`src/rtl/mmio_uart_tx.sv`:
```
// mmio_uart_tx -- memory-mapped UART transmitter with a byte TX FIFO.
//
// Registers (byte offsets on addr):
//   0x0 TXDATA  W: wdata[7:0] pushed into the FIFO (wen[0]); reads 0
//   0x4 STATUS  R: {count[14:8], ovf[3], empty[2], full[1], busy[0]}
//               W: wen[0] & wdata[3] clears the sticky overflow flag
//   0x8 DIV     RW: clk cycles per bit; wen[0] -> [7:0], wen[1] -> [15:8]
//
// Ports:
//   clk, reset         single clock, synchronous active-high reset
//   sel, addr, wen,    bus access; sel with wen==0 is a read
//   wdata
//   rdata              registered read data, valid the cycle after a read
//   tx                 serial line, idle high (registered)
//   irq                high while the FIFO is empty and the line is idle
//
// Frame: start(0), 8 data bits LSB first, [even parity], stop(1).
// Optional feature: define UART_TX_PARITY_EN to insert the even-parity bit.
module mmio_uart_tx #(
  parameter int          FIFO_DEPTH = 8,
  parameter logic [15:0] DIV_RESET  = 16'd434
) (
  input  logic        clk,
  input  logic        reset,
  input  logic        sel,
  input  logic [3:0]  addr,
  input  logic [3:0]  wen,
  input  logic [31:0] wdata,
  output logic [31:0] rdata,
  output logic        tx,
  output logic        irq
);

  localparam int AW = (FIFO_DEPTH > 1) ? $clog2(FIFO_DEPTH) : 1;
  localparam int CW = $clog2(FIFO_DEPTH + 1);

  typedef enum logic [2:0] {
    IDLE,
    START,
    DATA,
`ifdef UART_TX_PARITY_EN
    PARITY,
`endif
    STOP
  } state_e;

  state_e          state_q, state_d;
  logic [15:0]     cnt_q, cnt_d;
  logic [2:0]      bit_q, bit_d;
  logic [7:0]      data_q, data_d;
  logic [15:0]     div_lat_q, div_lat_d;
  logic            tx_q, tx_d;
  logic [AW-1:0]   wr_ptr_q, wr_ptr_d, rd_ptr_q, rd_ptr_d;
  logic [CW-1:0]   count_q, count_d;
  logic            ovf_q, ovf_d;
  logic [15:0]     div_q, div_d;
  logic [31:0]     rdata_q, rdata_d;
  logic [7:0]      mem_q [FIFO_DEPTH];
  logic [7:0]      mem_d [FIFO_DEPTH];

  logic        full, empty, pop, push, wr_req, rd_req, clr_req, ovf_set;
  logic [6:0]  cnt7;
  logic [31:0] status;

  // Bit-period counter reload: counts down to 0, a divisor of 0 behaves as 1.
  function automatic logic [15:0] reload(input logic [15:0] d);
    return (d == 16'd0) ? 16'd0 : d - 16'd1;
  endfunction

  assign full    = (count_q == CW'(FIFO_DEPTH));
  assign empty   = (count_q == '0);
  assign wr_req  = sel & wen[0] & (addr == 4'h0);
  assign rd_req  = sel & (wen == 4'b0000);
  assign clr_req = sel & wen[0] & (addr == 4'h4) & wdata[3];
  // A push to a full FIFO still lands if the FSM pops in the same cycle.
  assign push    = wr_req & (~full | pop);
  assign ovf_set = wr_req & full & ~pop;
  assign cnt7    = 7'(count_q);
  assign status  = {17'd0, cnt7, 4'd0, ovf_q, empty, full, (state_q != IDLE)};

  // Transmit FSM
  always_comb begin
    state_d   = state_q;
    cnt_d     = cnt_q;
    bit_d     = bit_q;
    data_d    = data_q;
    div_lat_d = div_lat_q;
    pop       = 1'b0;
    case (state_q)
      IDLE: begin
        if (!empty) begin
          pop       = 1'b1;
          data_d    = mem_q[rd_ptr_q];
          div_lat_d = div_q;
          cnt_d     = reload(div_q);
          state_d   = START;
        end
      end
      START: begin
        if (cnt_q == 16'd0) begin
          state_d = DATA;
          bit_d   = 3'd0;
          cnt_d   = reload(div_lat_q);
        end else begin
          cnt_d = cnt_q - 16'd1;
        end
      end
      DATA: begin
        if (cnt_q == 16'd0) begin
          cnt_d = reload(div_lat_q);
          if (bit_q == 3'd7) begin
`ifdef UART_TX_PARITY_EN
            state_d = PARITY;
`else
            state_d = STOP;
`endif
          end else begin
            bit_d = bit_q + 3'd1;
          end
        end else begin
          cnt_d = cnt_q - 16'd1;
        end
      end
`ifdef UART_TX_PARITY_EN
      PARITY: begin
        if (cnt_q == 16'd0) begin
          state_d = STOP;
          cnt_d   = reload(div_lat_q);
        end else begin
          cnt_d = cnt_q - 16'd1;
        end
      end
`endif
      STOP: begin
        if (cnt_q == 16'd0) begin
          // Back-to-back frames: next start bit follows the stop bit directly.
          if (!empty) begin
            pop       = 1'b1;
            data_d    = mem_q[rd_ptr_q];
            div_lat_d = div_q;
            cnt_d     = reload(div_q);
            state_d   = START;
          end else begin
            state_d = IDLE;
          end
        end else begin
          cnt_d = cnt_q - 16'd1;
        end
      end
      default: state_d = IDLE;
    endcase

    // tx is registered from the next state so it changes with the state.
    case (state_d)
      START:   tx_d = 1'b0;
      DATA:    tx_d = data_d[bit_d];
`ifdef UART_TX_PARITY_EN
      PARITY:  tx_d = ^data_d;
`endif
      default: tx_d = 1'b1;
    endcase
  end

  // FIFO and register file
  always_comb begin
    mem_d    = mem_q;
    wr_ptr_d = wr_ptr_q;
    rd_ptr_d = rd_ptr_q;
    count_d  = count_q;
    ovf_d    = ovf_q;
    div_d    = div_q;
    rdata_d  = rdata_q;

    if (push && !reset) mem_d[wr_ptr_q] = wdata[7:0];
    if (push) wr_ptr_d = wr_ptr_q + AW'(1);
    if (pop)  rd_ptr_d = rd_ptr_q + AW'(1);
    case ({push, pop})
      2'b10:   count_d = count_q + CW'(1);
      2'b01:   count_d = count_q - CW'(1);
      default: count_d = count_q;
    endcase

    // A new overflow wins over a clear in the same cycle.
    if (ovf_set)      ovf_d = 1'b1;
    else if (clr_req) ovf_d = 1'b0;

    if (sel && addr == 4'h8) begin
      if (wen[0]) div_d[7:0]  = wdata[7:0];
      if (wen[1]) div_d[15:8] = wdata[15:8];
    end

    if (rd_req) begin
      case (addr)
        4'h4:    rdata_d = status;
        4'h8:    rdata_d = {16'd0, div_q};
        default: rdata_d = 32'd0;
      endcase
    end
  end

  always_ff @(posedge clk) begin
    if (reset) begin
      state_q   <= IDLE;
      cnt_q     <= '0;
      bit_q     <= '0;
      data_q    <= '0;
      div_lat_q <= '0;
      tx_q      <= 1'b1;
      wr_ptr_q  <= '0;
      rd_ptr_q  <= '0;
      count_q   <= '0;
      ovf_q     <= 1'b0;
      div_q     <= DIV_RESET;
      rdata_q   <= '0;
    end else begin
      state_q   <= state_d;
      cnt_q     <= cnt_d;
      bit_q     <= bit_d;
      data_q    <= data_d;
      div_lat_q <= div_lat_d;
      tx_q      <= tx_d;
      wr_ptr_q  <= wr_ptr_d;
      rd_ptr_q  <= rd_ptr_d;
      count_q   <= count_d;
      ovf_q     <= ovf_d;
      div_q     <= div_d;
      rdata_q   <= rdata_d;
    end
  end

  // Storage needs no reset; the pointers define what is valid.
  always_ff @(posedge clk) begin
    mem_q <= mem_d;
  end

  assign rdata = rdata_q;
  assign tx    = tx_q;
  assign irq   = empty & (state_q == IDLE);

endmodule

```
`config.mk`:
```
export PLATFORM = sky130hd
export DESIGN_NAME = mmio_uart_tx
export DESIGN_NICKNAME = d
export VERILOG_FILES = /design/src/rtl/mmio_uart_tx.sv
export SDC_FILE = /design/constraint.sdc
export NUM_CORES = 1
export LEC_CHECK = 0
export ABC_CLOCK_PERIOD_IN_PS = 3300
export CAP_MARGIN = 10
export CORE_ASPECT_RATIO = 2
export CORE_MARGIN = 8
export CORE_UTILIZATION = 32
export CTS_BUF_LIST = sky130_fd_sc_hd__clkbuf_16
export CTS_CLUSTER_DIAMETER = 150
export DETAILED_ROUTE_END_ITERATION = 7
export GPL_TIMING_DRIVEN = 0
export PLACE_DENSITY = 0.5
export SETUP_SLACK_MARGIN = 0.15
export SLEW_MARGIN = 40
export SYNTH_ARGS = -nofsm -noshare
export SYNTH_HDL_FRONTEND = slang
export SYNTH_SLANG_ARGS = --single-unit
```
`constraint.sdc`:
```
create_clock -name clk -period 3.3 [get_ports clk]
set_input_delay 0.66 -clock clk [delete_from_list [all_inputs] [get_ports clk]]
set_output_delay 0.66 -clock clk [all_outputs]
set_load 0.01 [all_outputs]
```
==> qor.yml, run 1 <==
setup_path:
  slowest_stage: "or3_1"
  critPathBufInv: 2
  cp-start-kind: "primary input"
  cp_max_fo: 5
  max_stage_delay_ps: 480
  worstSetupPathDepth: 12
  worstPathCellList: "clkdlybuf4s50_1 > or3_1 > nor3_1 > nor2b_2 > inv_1 > ha_4 > xor2_1 > ha_1 > a21oi_1 > xor2_1 > or3_1 > a21oi_1"
  worstPathRequired_ps: 3660
  worstRegToRegCells: 17
  r2r-end: "count_q[2]"
  crit_family: "simple AND/OR/NAND/NOR gates"
  cp.arrival_ps: 3400
  r2r-start: "cnt_q[1]"
  crit_path_end_kind: "flip-flop"
  worstSetupPathType: "in2reg"
  r2r_setup_slack_ps: 300
place:
  dp.cells: 1111
  io_buffer_count: 44
  placed_area_um2: 8486
  dp_hpwl_um: 17830
  gp_congestion: 0.8566
drt:
  wire_per_inst_um: 19.68
  drcViolationCount: 0
  drt_iter0_markers: 290
  viasPerCell: 5.100
  postRouteWirelength_um: 22800
  ant_nets: 0
  first_pass_iters: 4
  dr_total_vias: 5911
power:
  p_per_area_nw_per_um2: 472.8
  max-vdd-ir-drop_mv: 0.4993
  p_leak_uw: 0.003242
  power_uw: 4370
clocking:
  clock_latency_ps: 430
  root_buffer: "clkbuf_16"
  cts.sinks: 154
  cts_hold_repair.buffers: 0
  cts.path.max_buffers: 2
  cts_tree: "built"
  clkTransAtPathRegs_ps: 60
  cts_buffers: 17
  cts-htree-levels: 4
yosys:
  syn_avg_cell_area_um2: 9.911
  ys_seq_area_share_pct: 49.24
  syn_area_um2: 7562
  synth_cells: 763
  synth_edf_count: 64
  synth_commonest_cells: "nand2_1, dfxtp_1, nor2_1, edfxtp_1, a21oi_1"
  yosysMostFrequentCell: "nand2_1"
  async_reset_ff_share_pct: 0
  synth_seq_cells: 154
  ys.flop_type: "dfxtp_1"
  synth_top_cell_by_area: "edfxtp_1"
  synth_top_area_share_pct: 25.41
  ys_types: 69
  yosys-top-cells-area: "edfxtp_1, dfxtp_1, nand2_1"
  yosysWarnings: 0
run:
  drv_cap: 0
final_layout:
  diodes: 0
  stdcell_area_um2: 9243
  final_layout_size_suffix_gt1_share_pct: 15.53
  final_cell_count_no_fill: 1159
  area_growth_pct: 22.22
  nets: 917
run_status:
  status: "finished, final reports clean"
global_routing:
  grt_pass1_vias: 6008
  grt_pass1_wl_um: 34990
  overflow: 0
  track_usage_pct: 15.83
  antenna_found_initial: 0
  grt_max_degree: 17
die:
  die_height_um: 233.4
  die_w_um: 124.7
  rows: 79
  pin_count: 77
  start_util_pct: 32.56
  core-area_um2: 23230
  die_area_um2: 29110
timing:
  fin_tns_setup_ps: 0
  fin_crit_sh_pct: 92.06
  tightestPinTransition_ps: 829.6
  fmax_mhz: 329.2
  whs_ps: 484.1
  relSlewSlack_pct: 44.70
  drv_slew: 0
  rsz0062_at_grt: "true"
  fin_crit_ps: 3038
  finClkSkew_ps: 7.104
  final-hold-violation-count: 0
  finalSetupViolCount: 0
min_path:
  hp-class: "reg2reg"
  hold_path_depth: 2
  min_to: "div_lat_q[15]"
  worstHoldStart: "div_lat_q[15]"
## cells in the final DEF, fill, tap and decap left out, drive strengths merged, types with 11 or more instances in the layout
master,n
nand2,103
dfxtp,90
nor2,88
edfxtp,64
a21oi,59
buf,50
clkbuf,47
clkdlybuf4s50,44
nor3,34
o21ai,30
xnor2,23
xor2,21
conb,17
mux4,16
a211oi,16
inv,16
nor4,14
mux2i,12
ha,11
## worst register-to-register path, delay by kind of cell (launching register included)
family | cells | cell delay (ps)
AOI/OAI and AO/OA | 3 | 460
xor gates and xnor gates | 2 | 230
adders and majority gates | 3 | 540
buffers and inverters | 5 | 600
DFF | 1 | 380
and+or+nand+nor | 4 | 720
## flip-flops by register name, indices dropped and copies added, names as in the netlist
name,cells
tx,1
bit_q,3
div_lat_q,16
wr_ptr_q,3
ovf_q,1
cnt_q,16
count_q,4
state_q,3
rdata,16
rd_ptr_q,3
div_q,16
mem_q,64
data_q,8
## final cells by class
cell class              instances  area [µm²]
inverters                      16       73.82
plain buffers                  59       335.3
clock buffers                  17       425.4
multi-input cells             550        3592
clock inverters                15       150.1
well taps                     283       354.1
fillers                      2312       13990
flip-flops and latches        154        3726
repair buffers                 65       585.6
## what timing repair did
| item | in CTS | in global routing |
|---|---|---|
| pin swaps | 5 | 1 |
| setup buffers | 8 | 8 |
| endpoints found under the setup margin | 66 | 10 |
| gates resized for setup | 9 | 10 |
| endpoints found under the hold margin | 0 | 0 |
| gates cloned | 0 | 0 |
## worst max-delay path by stage
stage	startpoint	end	slack [ps]
after floorplan	cnt_q[0]	count_q[2]	260
after global placement	addr[1]	mem_q[56]	-1420
after detailed placement	addr[1]	count_q[2]	-590
after CTS	cnt_q[1]	count_q[2]	170
after global routing	cnt_q[1]	count_q[2]	100
final	addr[1]	count_q[2]	260
## cells by family (layout without fill, tap and decap cells)
kind of cell | Yosys count | after routing | synth area share [%]
AND/OR/NAND/NOR | 291 | 291 | 18.70
AO/OA/AOI/OAI | 157 | 157 | 13.27
flip-flops | 154 | 154 | 49.24
buffers and inverters | 75 | 172 | 5.129
XOR/XNOR | 44 | 44 | 5.096
multiplexers | 30 | 30 | 6.701
adder cells (fa/ha/maj) | 11 | 11 | 1.820
other | 1 | 17 | 0.04959
## through the flow
| stage | setup slack, ps | util [%] |
|---|---|---|
| 2_1_floorplan | 264.6 | - |
| 3_3_place_gp | -1417 | 36.23 |
| 3_5_place_dp | -587.5 | 36.53 |
| 4_1_cts | 166.5 | 39.41 |
| 5_1_grt | 95.93 | 39.79 |
| 6_report | 262.0 | 39.79 |
## routing by layer
| layer | global-route usage (%) | part of all wire, % | vias up | routed length (µm) |
|---|---|---|---|---|
| li1 | - | - | 2908 | - |
| met1 | 13.71 | 34 | 2816 | 7761 |
| met5 | 0 | 0 | - | 0 |
| met3 | 3.405 | 3.1 | 63 | 715 |
| met4 | 9.618 | 5.4 | 0 | 1240 |
| met2 | 31.89 | 57 | 124 | 13090 |
## where the power goes
group          internal [µW]  switching [µW]  total, µW
Sequential              2000            30.1       2030
Clock                   1110             821       1930
Combinational            172             232        404
Total                   3290            1080       4370
Power figures use the tool's default switching activity.
==> run 2, diff against run 1 <==
- GPL_TIMING_DRIVEN: 0 -> default
==> run 2 against run 1 <==
Fmax grew 2.9%; via count shrank 1.7%; power shrank 5.5%; first-iteration DRC count shrank 11%; sequential power is essentially flat; setup slack gained 87 ps; global-route usage shrank 0.75 points.
==> qor.yml, run 2 (synthesized netlist as in run 1, its figures left out) <==
min_path:
  min_to: "div_lat_q[5]"
  hp-class: "reg2reg"
  worstHoldStart: "div_lat_q[5]"
  hold_path_depth: 2  # unchanged
timing:
  final-hold-violation-count: 0  # unchanged
  tightestPinTransition_ps: 590.2  # -239.4 ps
  fin_crit_sh_pct: 89.43  # -2.6 points
  finalSetupViolCount: 0  # unchanged
  drv_slew: 0  # unchanged
  fmax_mhz: 338.9  # +2.9%
  relSlewSlack_pct: 60.56  # +16 points
  fin_crit_ps: 2951  # -86.99 ps
  rsz0062_at_grt: "false"
  finClkSkew_ps: 9.833  # +2.730 ps
final_layout:
  diodes: 0  # unchanged
  final_layout_size_suffix_gt1_share_pct: 14.55  # -0.97 points
  regArea_um2: 3724  # about the same
  area_growth_pct: 19.77
  final_cell_mix: "nand2_1, dfxtp_1, nor2_1, edfxtp_1"
  nets: 893  # -2.6%
  finish.utilization_pct: 38.99  # -0.80 points
  largest_reg_flops: 64  # unchanged
  final_cell_count_no_fill: 1135  # -2.1%
  multi_input_area_um2: 3532  # -1.7%
  regMostFlops: "mem_q"
  final_common_cell: "nand2_1"
  fillCellCount: 2285  # -1.2%
power:
  p_leak_uw: 0.003201  # -1.3%
  max-vdd-ir-drop_mv: 0.5231  # +4.8%
  p_per_area_nw_per_um2: 455.9  # -3.6%
clocking:
  cts_hold_repair.buffers: 0  # unchanged
  cts.sinks: 154  # unchanged
  clock_latency_ps: 420  # about the same
  cts-htree-levels: 4  # unchanged
  cts_tree: "built"
  root_buffer: "clkbuf_16"
  cts.path.max_buffers: 2  # unchanged
  clkTransAtPathRegs_ps: 70  # about the same
  cts_buffers: 17  # unchanged
run:
  drv_cap: 0  # unchanged
run_status:
  status: "finished, final reports clean"
setup_path:
  r2r-start: "cnt_q[10]"
  cp-start-kind: "flip-flop"
  worstRegToRegCells: 14  # -3
  crit_path_end_kind: "flip-flop"
  worstSetupPathType: "reg2reg"
  worstPathRequired_ps: 3650  # about the same
  crit_family: "simple AND/OR/NAND/NOR gates"
  r2r-end: "count_q[2]"
  slowest_stage: "dfxtp_1"
  cp.arrival_ps: 3300  # -100 ps
  critPathBufInv: 3  # +1
  r2r_setup_slack_ps: 350  # +50 ps
  cp_max_fo: 9  # +4
  worstPathCellList: "nor4_4 > buf_4 > and4_1 > a21o_1 > buf_4 > nand2_8 > clkinv_8 > ha_1 > xor2_1 > ha_1 > a21oi_2 > xor2_1 > or3_1 > a21oi_1"
  max_stage_delay_ps: 330  # -150 ps
drt:
  met2_wirelength_um: 12730  # -2.7%
  wl_met3_um: 565  # -21%
  drt-met1-wl_um: 7417  # -4.4%
  drcViolationCount: 0  # unchanged
  dr_total_vias: 5812  # -1.7%
  first_pass_iters: 5  # +1
  drt_iter0_markers: 258  # -11%
  viasPerCell: 5.121  # +0.40%
  ant_nets: 0  # unchanged
  postRouteWirelength_um: 21530  # -5.6%
  wire_per_inst_um: 18.97  # -3.6%
  top_layer: "met4"
global_routing:
  grt_pass1_wl_um: 33790  # -3.4%
  antenna_found_initial: 0  # unchanged
  grt_max_degree: 38  # +21
  track_usage_pct: 15.08  # -0.75 points
  grt_pass1_vias: 6002  # -0.10%
  overflow: 0  # unchanged
die:
  rows: 79  # unchanged
  die_w_um: 124.7  # unchanged
  die_area_um2: 29110  # unchanged
  core-area_um2: 23230  # unchanged
  die_height_um: 233.4  # unchanged
  pin_count: 77  # unchanged
  start_util_pct: 32.56  # unchanged
place:
  dp.cells: 1101  # -0.90%
  dp_hpwl_um: 16780  # -5.9%
  io_buffer_count: 44  # unchanged
  gp_congestion: 0.8065  # -5.8%
## run 2: worst max path at each step
| stage | cells past startpoint | slack, ps | start | endpoint |
|---|---|---|---|---|
| 6_report | 14 | 350 | cnt_q[10] | count_q[2] |
| 5_1_grt | 15 | 160 | cnt_q[0] | count_q[2] |
| 4_1_cts | 15 | 170 | cnt_q[0] | count_q[2] |
| 3_5_place_dp | 12 | -60 | addr[1] | count_q[2] |
| 3_3_place_gp | 12 | -50 | addr[1] | count_q[2] |
| 2_1_floorplan | 16 | 260 | cnt_q[0] | count_q[2] |
## run 2: report_power, final
group | switching [µW] | internal [µW] | leakage (µW)
clock network | 771 | 943 | 0.000247
registers | 31.0 | 2000 | 0.00130
logic | 218 | 162 | 0.00165
total | 1020 | 3110 | 0.00320
## run 2: worst reg2reg max path: stages, from the launching register on
cell	delay, ps
dfxtp_1	330
nor4_4	310
buf_4	190
and4_1	250
a21o_1	230
buf_4	220
nand2_8	80
clkinv_8	90
ha_1	190
xor2_1	160
ha_1	180
a21oi_2	40
xor2_1	160
or3_1	310
a21oi_1	140
## run 2: per-layer routing
metal | up-vias | GRT usage (%)
li1 | 2863 | -
met1 | 2803 | 13.31
met2 | 108 | 31.19
met3 | 38 | 2.770
met4 | 0 | 7.421
met5 | - | 0
## run 2: final cells by class
cell class	instances	area share, %
clock buffer	17	4.697
clock inverter	15	1.008
inverter	16	0.8012
multi-input combinational	550	39.00
sequential	154	41.11
tap	283	3.909
timing repair buffer	100	9.476
## run 2: stage by stage
stage / power [µW] / worst slack (ps) / TNS, ps / area [µm²] / hold WS, ps
4_1_cts: 4173 / 167.6 / 0 / 9040 / 481.3
3_5_place_dp: 2458 / -62.30 / -62.30 / 8516 / 472.2
3_3_place_gp: 2456 / -47.10 / -47.10 / 8516 / 467.8
6_report: 4130 / 349.0 / 0 / 9057 / 478.8
2_1_floorplan: 2314 / 264.6 / 0 / 7622 / 455.5
5_1_grt: 4297 / 161.4 / 0 / 9057 / 508.9
## run 2: timing repair
item                                    CTS  global route
buffers inserted                          1             1
resized for setup                         0             4
endpoints found under the setup margin    1             2
pin swaps                                 0             1
